File: src/rtl/tank_pkg.sv
// Shared types and default geometry for the tank motion controller.
package tank_pkg;

  typedef enum logic [1:0] {DIR_UP, DIR_RIGHT, DIR_DOWN, DIR_LEFT} dir_t;
  typedef enum logic [1:0] {IDLE, REQ, BREQ} state_t;

  typedef struct packed {
    logic [9:0] x;
    logic [9:0] y;
  } pos_t;

  localparam logic [7:0] KEY_W = 8'h1A;
  localparam logic [7:0] KEY_A = 8'h04;
  localparam logic [7:0] KEY_S = 8'h16;
  localparam logic [7:0] KEY_D = 8'h07;

  localparam logic [9:0] X_START_DEF = 10'd320;
  localparam logic [9:0] Y_START_DEF = 10'd240;
  localparam logic [9:0] X_MIN_DEF   = 10'd0;
  localparam logic [9:0] X_MAX_DEF   = 10'd639;
  localparam logic [9:0] Y_MIN_DEF   = 10'd0;
  localparam logic [9:0] Y_MAX_DEF   = 10'd479;
  localparam logic [9:0] STEP_DEF    = 10'd1;
  localparam logic [9:0] TANK_W_DEF  = 10'd16;
  localparam logic [9:0] TANK_H_DEF  = 10'd16;
  localparam int         TIMEOUT_DEF = 16;

  function automatic logic key_valid(input logic [7:0] k);
    return (k == KEY_W) || (k == KEY_A) || (k == KEY_S) || (k == KEY_D);
  endfunction

  function automatic dir_t key_dir(input logic [7:0] k);
    case (k)
      KEY_A:   return DIR_LEFT;
      KEY_S:   return DIR_DOWN;
      KEY_D:   return DIR_RIGHT;
      default: return DIR_UP;
    endcase
  endfunction

endpackage

File: src/rtl/frame_edge_sync.sv
// Brings the async VSYNC strobe into the Clk domain; one-cycle pulse on its rising edge,
// two cycles after the input is first sampled high. No backpressure.
module frame_edge_sync (
  input  logic clk,
  input  logic rst_n,
  input  logic async_in,
  output logic pulse
);

  // [0],[1] form the synchronizer, [2] holds the previous synchronized value
  logic [2:0] sh;

  always_ff @(posedge clk) begin
    if (!rst_n) sh <= 3'b000;
    else        sh <= {sh[1:0], async_in};
  end

  assign pulse = sh[1] & ~sh[2];

endmodule

File: src/rtl/tank_motion_ctrl.sv
// Per-frame tank mover: keycode -> bounds check -> req/ack collision check -> commit.
// chk_req rises the cycle after fr_pulse; frames arriving while busy are dropped. Bounce retry: TANK_BOUNCE_EN.
module tank_motion_ctrl
  import tank_pkg::*;
#(
  parameter logic [9:0] X_START = X_START_DEF,
  parameter logic [9:0] Y_START = Y_START_DEF,
  parameter logic [9:0] X_MIN   = X_MIN_DEF,
  parameter logic [9:0] X_MAX   = X_MAX_DEF,
  parameter logic [9:0] Y_MIN   = Y_MIN_DEF,
  parameter logic [9:0] Y_MAX   = Y_MAX_DEF,
  parameter logic [9:0] STEP    = STEP_DEF,
  parameter logic [9:0] TANK_W  = TANK_W_DEF,
  parameter logic [9:0] TANK_H  = TANK_H_DEF,
  parameter int         TIMEOUT = TIMEOUT_DEF
) (
  input  logic       Clk,
  input  logic       Reset_n,
  input  logic       frame_clk,
  input  logic [7:0] keycode,
  output logic       chk_req,
  output logic [9:0] X_Prop,
  output logic [9:0] Y_Prop,
  input  logic       chk_ack,
  input  logic       chk_hit,
  output logic [9:0] Tank_X,
  output logic [9:0] Tank_Y,
  output dir_t       Tank_Dir,
  output logic       moving
);

  localparam int TW = (TIMEOUT > 1) ? $clog2(TIMEOUT) : 1;
  localparam logic [TW-1:0] TMO_LAST = TW'(TIMEOUT - 1);

  state_t         state_q, state_d;
  pos_t           pos_q, pos_d, prop_q, prop_d;
  dir_t           dir_q, dir_d;
  logic           req_q, req_d, mov_q, mov_d;
  logic [TW-1:0]  tmo_q, tmo_d;
  logic           fr_pulse, ack_seen, tmo_exp;

  frame_edge_sync u_sync (
    .clk      (Clk),
    .rst_n    (Reset_n),
    .async_in (frame_clk),
    .pulse    (fr_pulse)
  );

  // Widened to 12 bits so edge sums never wrap.
  function automatic logic is_blocked(input pos_t p, input dir_t d);
    logic [11:0] px, py;
    px = {2'b00, p.x};
    py = {2'b00, p.y};
    case (d)
      DIR_LEFT:  return px < ({2'b00, X_MIN} + {2'b00, STEP});
      DIR_RIGHT: return (px + {2'b00, TANK_W} + {2'b00, STEP}) > {2'b00, X_MAX};
      DIR_UP:    return py < ({2'b00, Y_MIN} + {2'b00, STEP});
      DIR_DOWN:  return (py + {2'b00, TANK_H} + {2'b00, STEP}) > {2'b00, Y_MAX};
      default:   return 1'b1;
    endcase
  endfunction

  function automatic pos_t step_pos(input pos_t p, input dir_t d);
    pos_t r;
    r = p;
    case (d)
      DIR_LEFT:  r.x = p.x - STEP;
      DIR_RIGHT: r.x = p.x + STEP;
      DIR_UP:    r.y = p.y - STEP;
      DIR_DOWN:  r.y = p.y + STEP;
      default:   r = p;
    endcase
    return r;
  endfunction

`ifdef TANK_BOUNCE_EN
  function automatic dir_t opposite(input dir_t d);
    case (d)
      DIR_UP:    return DIR_DOWN;
      DIR_DOWN:  return DIR_UP;
      DIR_LEFT:  return DIR_RIGHT;
      default:   return DIR_LEFT;
    endcase
  endfunction
`endif

  assign ack_seen = req_q & chk_ack;
  assign tmo_exp  = req_q & ~chk_ack & (tmo_q == TMO_LAST);

  always_comb begin
    state_d = state_q;
    pos_d   = pos_q;
    prop_d  = prop_q;
    dir_d   = dir_q;
    req_d   = req_q;
    mov_d   = 1'b0;
    tmo_d   = tmo_q;
    case (state_q)
      IDLE: begin
        if (fr_pulse && key_valid(keycode)) begin
          dir_d = key_dir(keycode);
          if (!is_blocked(pos_q, key_dir(keycode))) begin
            prop_d  = step_pos(pos_q, key_dir(keycode));
            req_d   = 1'b1;
            tmo_d   = '0;
            state_d = REQ;
          end
        end
      end
      REQ: begin
        if (ack_seen || tmo_exp) begin
          req_d   = 1'b0;
          tmo_d   = '0;
          state_d = IDLE;
          if (ack_seen && !chk_hit) begin
            pos_d = prop_q;
            mov_d = 1'b1;
          end
`ifdef TANK_BOUNCE_EN
          // Timeout counts as a hit, so it also earns a bounce attempt.
          else if (!is_blocked(pos_q, opposite(dir_q))) begin
            prop_d  = step_pos(pos_q, opposite(dir_q));
            state_d = BREQ;
          end
`endif
        end else begin
          tmo_d = tmo_q + 1'b1;
        end
      end
`ifdef TANK_BOUNCE_EN
      BREQ: begin
        // Request launches one cycle after the REQ handshake closes.
        if (!req_q) begin
          req_d = 1'b1;
          tmo_d = '0;
        end else if (ack_seen || tmo_exp) begin
          req_d   = 1'b0;
          tmo_d   = '0;
          state_d = IDLE;
          if (ack_seen && !chk_hit) begin
            pos_d = prop_q;
            mov_d = 1'b1;
          end
        end else begin
          tmo_d = tmo_q + 1'b1;
        end
      end
`endif
      default: state_d = IDLE;
    endcase
  end

  always_ff @(posedge Clk) begin
    if (!Reset_n) begin
      state_q <= IDLE;
      pos_q   <= '{x: X_START, y: Y_START};
      prop_q  <= '{x: X_START, y: Y_START};
      dir_q   <= DIR_UP;
      req_q   <= 1'b0;
      mov_q   <= 1'b0;
      tmo_q   <= '0;
    end else begin
      state_q <= state_d;
      pos_q   <= pos_d;
      prop_q  <= prop_d;
      dir_q   <= dir_d;
      req_q   <= req_d;
      mov_q   <= mov_d;
      tmo_q   <= tmo_d;
    end
  end

  assign chk_req  = req_q;
  assign X_Prop   = prop_q.x;
  assign Y_Prop   = prop_q.y;
  assign Tank_X   = pos_q.x;
  assign Tank_Y   = pos_q.y;
  assign Tank_Dir = dir_q;
  assign moving   = mov_q;

endmodule

File: config.mk
export PLATFORM = sky130hd
export DESIGN_NAME = tank_motion_ctrl
export DESIGN_NICKNAME = d
export VERILOG_FILES = /design/src/rtl/tank_pkg.sv /design/src/rtl/frame_edge_sync.sv /design/src/rtl/tank_motion_ctrl.sv
export SDC_FILE = /design/constraint.sdc
export NUM_CORES = 1
export LEC_CHECK = 0
export CAP_MARGIN = 20
export CORE_MARGIN = 2
export CORE_UTILIZATION = 50
export CTS_BUF_LIST = sky130_fd_sc_hd__clkbuf_4
export DETAILED_ROUTE_END_ITERATION = 7
export PLACE_DENSITY = 0.87
export SYNTH_ARGS = -nofsm -noshare
export SYNTH_HDL_FRONTEND = slang
export SYNTH_SLANG_ARGS = --single-unit
File: constraint.sdc
create_clock -name Clk -period 2.9 [get_ports Clk]
set_input_delay 0.29 -clock Clk [delete_from_list [all_inputs] [get_ports Clk]]
set_output_delay 0.29 -clock Clk [all_outputs]
set_load 0.1 [all_outputs]
* Word-level counts from Yosys, hierarchy flattened
Cells that the tools add are included.
** Storage, ports and cells
- Logic and storage cells :: 87
- Input port bits :: 13
- Output and inout port bits :: 44
- Register bits :: 53
** Cells by class
- $add $sub $neg :: 9
- Bitwise operators :: 7
- Order comparisons :: 4
- Eq/ne operators :: 15
- Reductions and logical operators :: 18
- Mux-type cells :: 24
** Operators with widths (number)
- 10-bit one-hot mux with 2 select lines :: 2
- 11-bit by 1-bit adder with 12-bit output (second input constant) :: 2
- 10-bit by 5-bit adder with 11-bit output (second input constant) :: 2
- 10-bit by 1-bit adder with 10-bit output (second input constant) :: 2
- 10-bit by 1-bit < comparator with 1-bit output (second input constant) :: 2
- 10-bit by 1-bit subtractor with 10-bit output (second input constant) :: 2
- 8-bit by 3-bit equality test with 1-bit output (second input constant) :: 2
- 8-bit by 5-bit equality test with 1-bit output (second input constant) :: 2
- 2-bit two-way mux :: 8
- 3-bit AND reduction :: 5
- 12-bit by 10-bit > comparator with 1-bit output (second input constant) :: 1
- 12-bit by 9-bit > comparator with 1-bit output (second input constant) :: 1
- 4-bit two-way mux :: 3
- 2-bit equality test (second input constant) :: 4
- 4-bit one-hot mux with 2 select lines :: 1
- 2-bit by 1-bit equality test with 1-bit output (second input constant) :: 3
- 2-bit logical NOT :: 3
- 1-bit two-way mux :: 6
- 2-bit != test (second input constant) :: 3
- 2-bit one-hot mux with 3 select lines :: 1
- 4-bit by 1-bit adder with 4-bit output (second input constant) :: 1
- 1-bit bitwise AND :: 4
- 4-bit equality test (second input constant) :: 1
- 1-bit logical OR :: 4
- other kinds (9) :: 12

* Logic depth before layout (Yosys ltp)
- Depth after elaboration :: 16
- Gate-level depth with buffers :: 10
- Depth with buffers taken out :: 8

* Modules after synthesis
A second synthesis with hierarchy kept.
** Second synthesis, totals
- Cells, all modules :: 353
- Area, all modules :: 2864.0 sq um
** By module, submodules not included
- tank_motion_ctrl :: cells each 346, times used 1, seq. area each 960.9 sq um, area an instance 2771.4 sq um
- frame_edge_sync :: cells each 7, times used 1, seq. area each 60.1 sq um, area an instance 92.6 sq um

* Worst setup path after synthesis
No wires, ideal clock.
- Kind :: register -> register
- From :: reg pos_q, in the netlist Tank_X[2]
- To :: reg prop_q, in the netlist Y_Prop[6]
- Clock period less this slack :: 3007 ps
- Stages on the path, launching flop included :: 9
- Setup time :: 135 ps
- Slack :: -107 ps
- Data required time :: 2765 ps
- Buffers on the path :: 2
- Arrival time :: 2872 ps
- Cells stage by stage :: dfxtp_1 > clkbuf_1 > nand4_1 > nor4b_1 > nor4_2 > a211oi_2 > and2_4 > buf_2 > a31oi_1
** On the way
- Word-level cells in the longest chain between the ends :: 8
- Elaborated cells on any way between the ends :: 9
- Classes of those cells :: 2 x add/sub; 2 x order compare; 3 x mux; 1 x bitwise; 1 x reduce/logical
** Ends and longest elaborated chain
- start, declared :: RTL line tank_motion_ctrl.sv:36 : pos_t pos_q, pos_d, prop_q, prop_d;
- start signal, assigned :: RTL line tank_motion_ctrl.sv:156 : pos_q <= '{x: X_START, y: Y_START};
- start signal, assigned :: RTL line tank_motion_ctrl.sv:164 : pos_q <= pos_d;
- 10-bit by 5-bit adder with 11-bit output :: RTL line tank_motion_ctrl.sv:56 : DIR_RIGHT: return (px + {2'b00, TANK_W} + {2'b00, STEP}) > {2'b00, X_MAX};
- 11-bit by 1-bit adder with 12-bit output :: RTL line tank_motion_ctrl.sv:56
- 12-bit by 10-bit > comparator with 1-bit output :: RTL line tank_motion_ctrl.sv:56
- 1-bit one-hot mux with 4 select lines (*) :: RTL line tank_motion_ctrl.sv:54 : case (d)
- 1-bit two-way mux (*) :: RTL line tank_motion_ctrl.sv:100 : if (fr_pulse && key_valid(keycode)) begin
- 1-bit two-way mux (*) :: RTL line tank_motion_ctrl.sv:98 : case (state_q)
- 1-bit inverter (no line) (*)
- 3-bit AND reduction (no line) (*)
- end signal, assigned :: RTL line tank_motion_ctrl.sv:157 : prop_q <= '{x: X_START, y: Y_START};
- end signal, assigned :: RTL line tank_motion_ctrl.sv:165 : prop_q <= prop_d;
- end, declared :: RTL line tank_motion_ctrl.sv:36
Mark *: on every way between the ends. The rest lies on a longest branch, timed or not. The select of a mux whose other input is x is not followed.
A chain may end at the register's enable or synchronous reset.

* Final worst setup path
- From :: reg pos_q, in the netlist Tank_X[1]
- To :: reg tmo_q[0]
** On the way
- Word-level cells in the longest chain between the ends :: 8
- Elaborated cells on any way between the ends :: 9
- Classes of those cells :: 2 x add/sub; 2 x order compare; 1 x eq/ne; 3 x mux; 1 x reduce/logical
** Ends and longest elaborated chain
- 10-bit by 5-bit adder with 11-bit output :: RTL line tank_motion_ctrl.sv:56
- 11-bit by 1-bit adder with 12-bit output :: RTL line tank_motion_ctrl.sv:56
- 12-bit by 10-bit > comparator with 1-bit output :: RTL line tank_motion_ctrl.sv:56
- 1-bit one-hot mux with 4 select lines (*) :: RTL line tank_motion_ctrl.sv:54
- 1-bit two-way mux (*) :: RTL line tank_motion_ctrl.sv:100
- 1-bit two-way mux (*) :: RTL line tank_motion_ctrl.sv:98
- 2-bit != test (no line) (*)
- 3-bit AND reduction (no line) (*)
- end signal, assigned :: RTL line tank_motion_ctrl.sv:169 : tmo_q <= tmo_d;
- end, declared :: RTL line tank_motion_ctrl.sv:39 : logic [TW-1:0] tmo_q, tmo_d;
Marks and branches as above.

==> impl_metrics.env <==
export IMPL_cp_max_fo=8
export IMPL_synthArstFlopShare_pct=0
export IMPL_track_usage_pct=27.4
export IMPL_antenna_found_initial=0
export IMPL_required_ns=3.20
export IMPL_cts_tree="built"
export IMPL_num_fill_cells=520
export IMPL_period_needed_ns=2.45
export IMPL_synthCells=388
export IMPL_h_tree_depth=2
export IMPL_hold_violations=0
export IMPL_drc=0
export IMPL_end_kind="flop"
export IMPL_num_antenna_cells=0
export IMPL_p_leak_nw=1.35
export IMPL_vias=3189
export IMPL_ys_seq_area_share_pct=33.6
export IMPL_postRouteAntennaNets=0
export IMPL_first_global_vias=2872
export IMPL_power_switching_mw=0.307
export IMPL_peakVddDrop_v=0.000160
export IMPL_gr_total_overflow=0
export IMPL_place_port_buffers=56
export IMPL_grt_pass1_wl_um=14200
export IMPL_hold_buffers=0
export IMPL_cp_depth=6
export IMPL_nets=455
export IMPL_layout_drive_gt1_share_pct=21.2
export IMPL_hpwl_um=6540
export IMPL_syn_to_final_growth_pct=20.3
export IMPL_clk_pin_slew_worst_paths_ns=0.17
export IMPL_clock_latency_ns=0.38
export IMPL_yosysWarnings=0
export IMPL_slew_headroom_pct=61.1
export IMPL_post_cts_buffers=0
export IMPL_crit_buf_inv=0
export IMPL_gp_congestion=0.955
export IMPL_pwr_share_clk_pct=31.5
export IMPL_drt_iter0_markers=299
export IMPL_cts_buffer_depth=2
export IMPL_drv_slew=0
export IMPL_postCtsResizedCells=0
export IMPL_wl_um=8980
export IMPL_vias_per_cell=6.22
export IMPL_dieArea_mm2=0.00672
export IMPL_intPower_mw=0.836
export IMPL_p_sw_share_pct=26.8
export IMPL_rr_startpoint="Tank_X[1]"
export IMPL_p_comb_share_pct=6.9
export IMPL_die_w_um=82.0
export IMPL_path_cells="nand4_1 -> nor4b_1 -> nor4_2 -> a211o_1 -> or3_1 -> a31o_2"
export IMPL_setup_worst_path_start="Tank_X[1]"
export IMPL_synth_area_mm2=0.00304
export IMPL_path_class="flop to flop"
export IMPL_dominantRegCellSynth="dfxtp_1"
export IMPL_rows=28
export IMPL_arrival_ns=2.75
export IMPL_critPathTopFamily="simple AND/OR/NAND/NOR gates"
export IMPL_max_stage_delay_ns=0.53
export IMPL_grt_max_degree=37
export IMPL_io_pins=57
export IMPL_cap_violations=0
export IMPL_worst_pin_slew_ns=0.578
export IMPL_hold_path_class="flop to flop"
export IMPL_finClkSkew_ns=0.0125
export IMPL_p_per_area_mw_per_mm2=312
export IMPL_synth_edff_count=0
export IMPL_initial_core_util_pct=51.6
export IMPL_layout_commonest_cell="buf_4"
export IMPL_reg2reg_depth=6
export IMPL_syn_num_nets=406
export IMPL_cts_root_buf="clkbuf_4"
export IMPL_min_period_over_period_pct=84.6
export IMPL_routedWlPerCell_um=17.5
export IMPL_status="finished clean"
export IMPL_min_path_cells=1
export IMPL_layout_common_cells="buf_4 (67), nand2_1 (64), dfxtp_1 (47)"
export IMPL_power_sequential_fraction_pct=61.6
export IMPL_cts_sinks=51
export IMPL_die_height_um=82.0
export IMPL_core_area_mm2=0.00589
export IMPL_synth_seq_cells=51
export IMPL_cts_made_buffers=5
export IMPL_drt_first_pass_iters=5
export IMPL_fin_cells=513
export IMPL_yosysUniqueCellTypes=58
export IMPL_fin_tns_setup_ns=0
export IMPL_startpoint_type="flop"
export IMPL_grt_setup_unrepaired="no"
export IMPL_slowest_stage="dfxtp_1"
export IMPL_placed_cells=505
export IMPL_fmax_mhz=408
export IMPL_postSynthAreaPerCell_um2=7.83
export IMPL_setup_violations=0
export IMPL_hold_start="u_sync.sh[0]"
layout make-up:
| cell class | instances | area (um2) | share of cell area (%) |
|---|---|---|---|
| Multi-Input combinational cell | 288 | 1810 | 49.4 |
| Sequential cell | 51 | 1030 | 28.1 |
| Timing Repair Buffer | 79 | 623 | 17.0 |
| Tap cell | 75 | 93.8 | 2.57 |
| Inverter | 12 | 45.0 | 1.23 |
| Clock buffer | 5 | 37.5 | 1.03 |
| Clock inverter | 3 | 23.8 | 0.650 |
cell usage after synthesis (3+ instances only):
| cell type | n | area, um2 |
|---|---|---|
| inv_1 | 11 | 41.3 |
| dfxtp_1 | 51 | 1020 |
| clkbuf_1 | 28 | 105 |
| ha_1 | 5 | 62.6 |
| xor2_1 | 8 | 70.1 |
| nand3b_1 | 5 | 37.5 |
| or4_1 | 9 | 67.6 |
| buf_2 | 3 | 15.0 |
| buf_6 | 3 | 33.8 |
| o21ai_0 | 17 | 85.1 |
| nand4_1 | 18 | 113 |
| nand4b_1 | 4 | 35.0 |
| a211o_1 | 3 | 26.3 |
| a31o_2 | 4 | 35.0 |
| nand3_1 | 13 | 65.1 |
| nor4_1 | 9 | 56.3 |
| o31a_1 | 5 | 43.8 |
| a21oi_1 | 19 | 95.1 |
| xnor2_1 | 11 | 96.3 |
| mux2i_1 | 5 | 50.1 |
| o211ai_1 | 4 | 30.0 |
| a31oi_1 | 5 | 31.3 |
| buf_1 | 3 | 11.3 |
| nor3_1 | 3 | 15.0 |
| or3_1 | 6 | 37.5 |
| o2111ai_1 | 3 | 26.3 |
| a211oi_1 | 5 | 37.5 |
| nor2_1 | 20 | 75.1 |
| and2_1 | 6 | 37.5 |
| o32ai_1 | 5 | 43.8 |
| nand2_1 | 64 | 240 |
kinds of logic after synthesis:
kind of cell	after synthesis	share of synthesized area [%]
simple gates	172	30.3
compound gates	87	20.1
flops	51	33.6
buf+inv	49	6.92
xor+xnor	19	5.48
mux	5	1.65
fa+ha+maj	5	2.06
per-stage QoR:
step	power, mW	hold WS (ns)	worst slack [ns]	area, um2	util [%]
floorplan	0.761	0.412	0.00282	3040	-
global placement	0.794	0.415	0.139	3600	61.1
detailed placement	0.796	0.427	0.100	3600	61.1
CTS	1.15	0.462	0.488	3660	62.1
global route	1.18	0.469	0.248	3660	62.1
finish	1.14	0.462	0.446	3660	62.1
power groups by stage:
stage	registers, mW	logic [mW]	clock network (mW)
after floorplan	0.720	0.0406	0
after global placement	0.719	0.0757	0
after detailed placement	0.719	0.0777	0
after CTS	0.704	0.0778	0.364
after global routing	0.705	0.0848	0.392
final	0.704	0.0785	0.360
metal layers:
| metal | part of all wire [%] | GRT usage [%] | vias to the layer above |
|---|---|---|---|
| met2 | 48 | 45.3 | 150 |
| met3 | 6.4 | 4.29 | 34 |
| met1 | 42 | 34.5 | 1496 |
| li1 | - | - | 1509 |
| met5 | 0 | 0 | - |
| met4 | 4.0 | 13.7 | 0 |
flip-flops by register name, summed over array words and instances, names as in the netlist:
register / count
X_Prop: 10
Tank_Dir: 2
chk_req: 1
tmo_q: 4
Tank_X: 10
Tank_Y: 10
moving: 1
Y_Prop: 10
u_sync.sh: 3
worst paths after layout:
kind                   to  slack, ns
max              tmo_q[0]       0.45
min          u_sync.sh[1]       0.46
max reg2reg      tmo_q[0]       0.45
min reg2reg  u_sync.sh[1]       0.46
No activity file was read; power rests on OpenSTA's default activity.
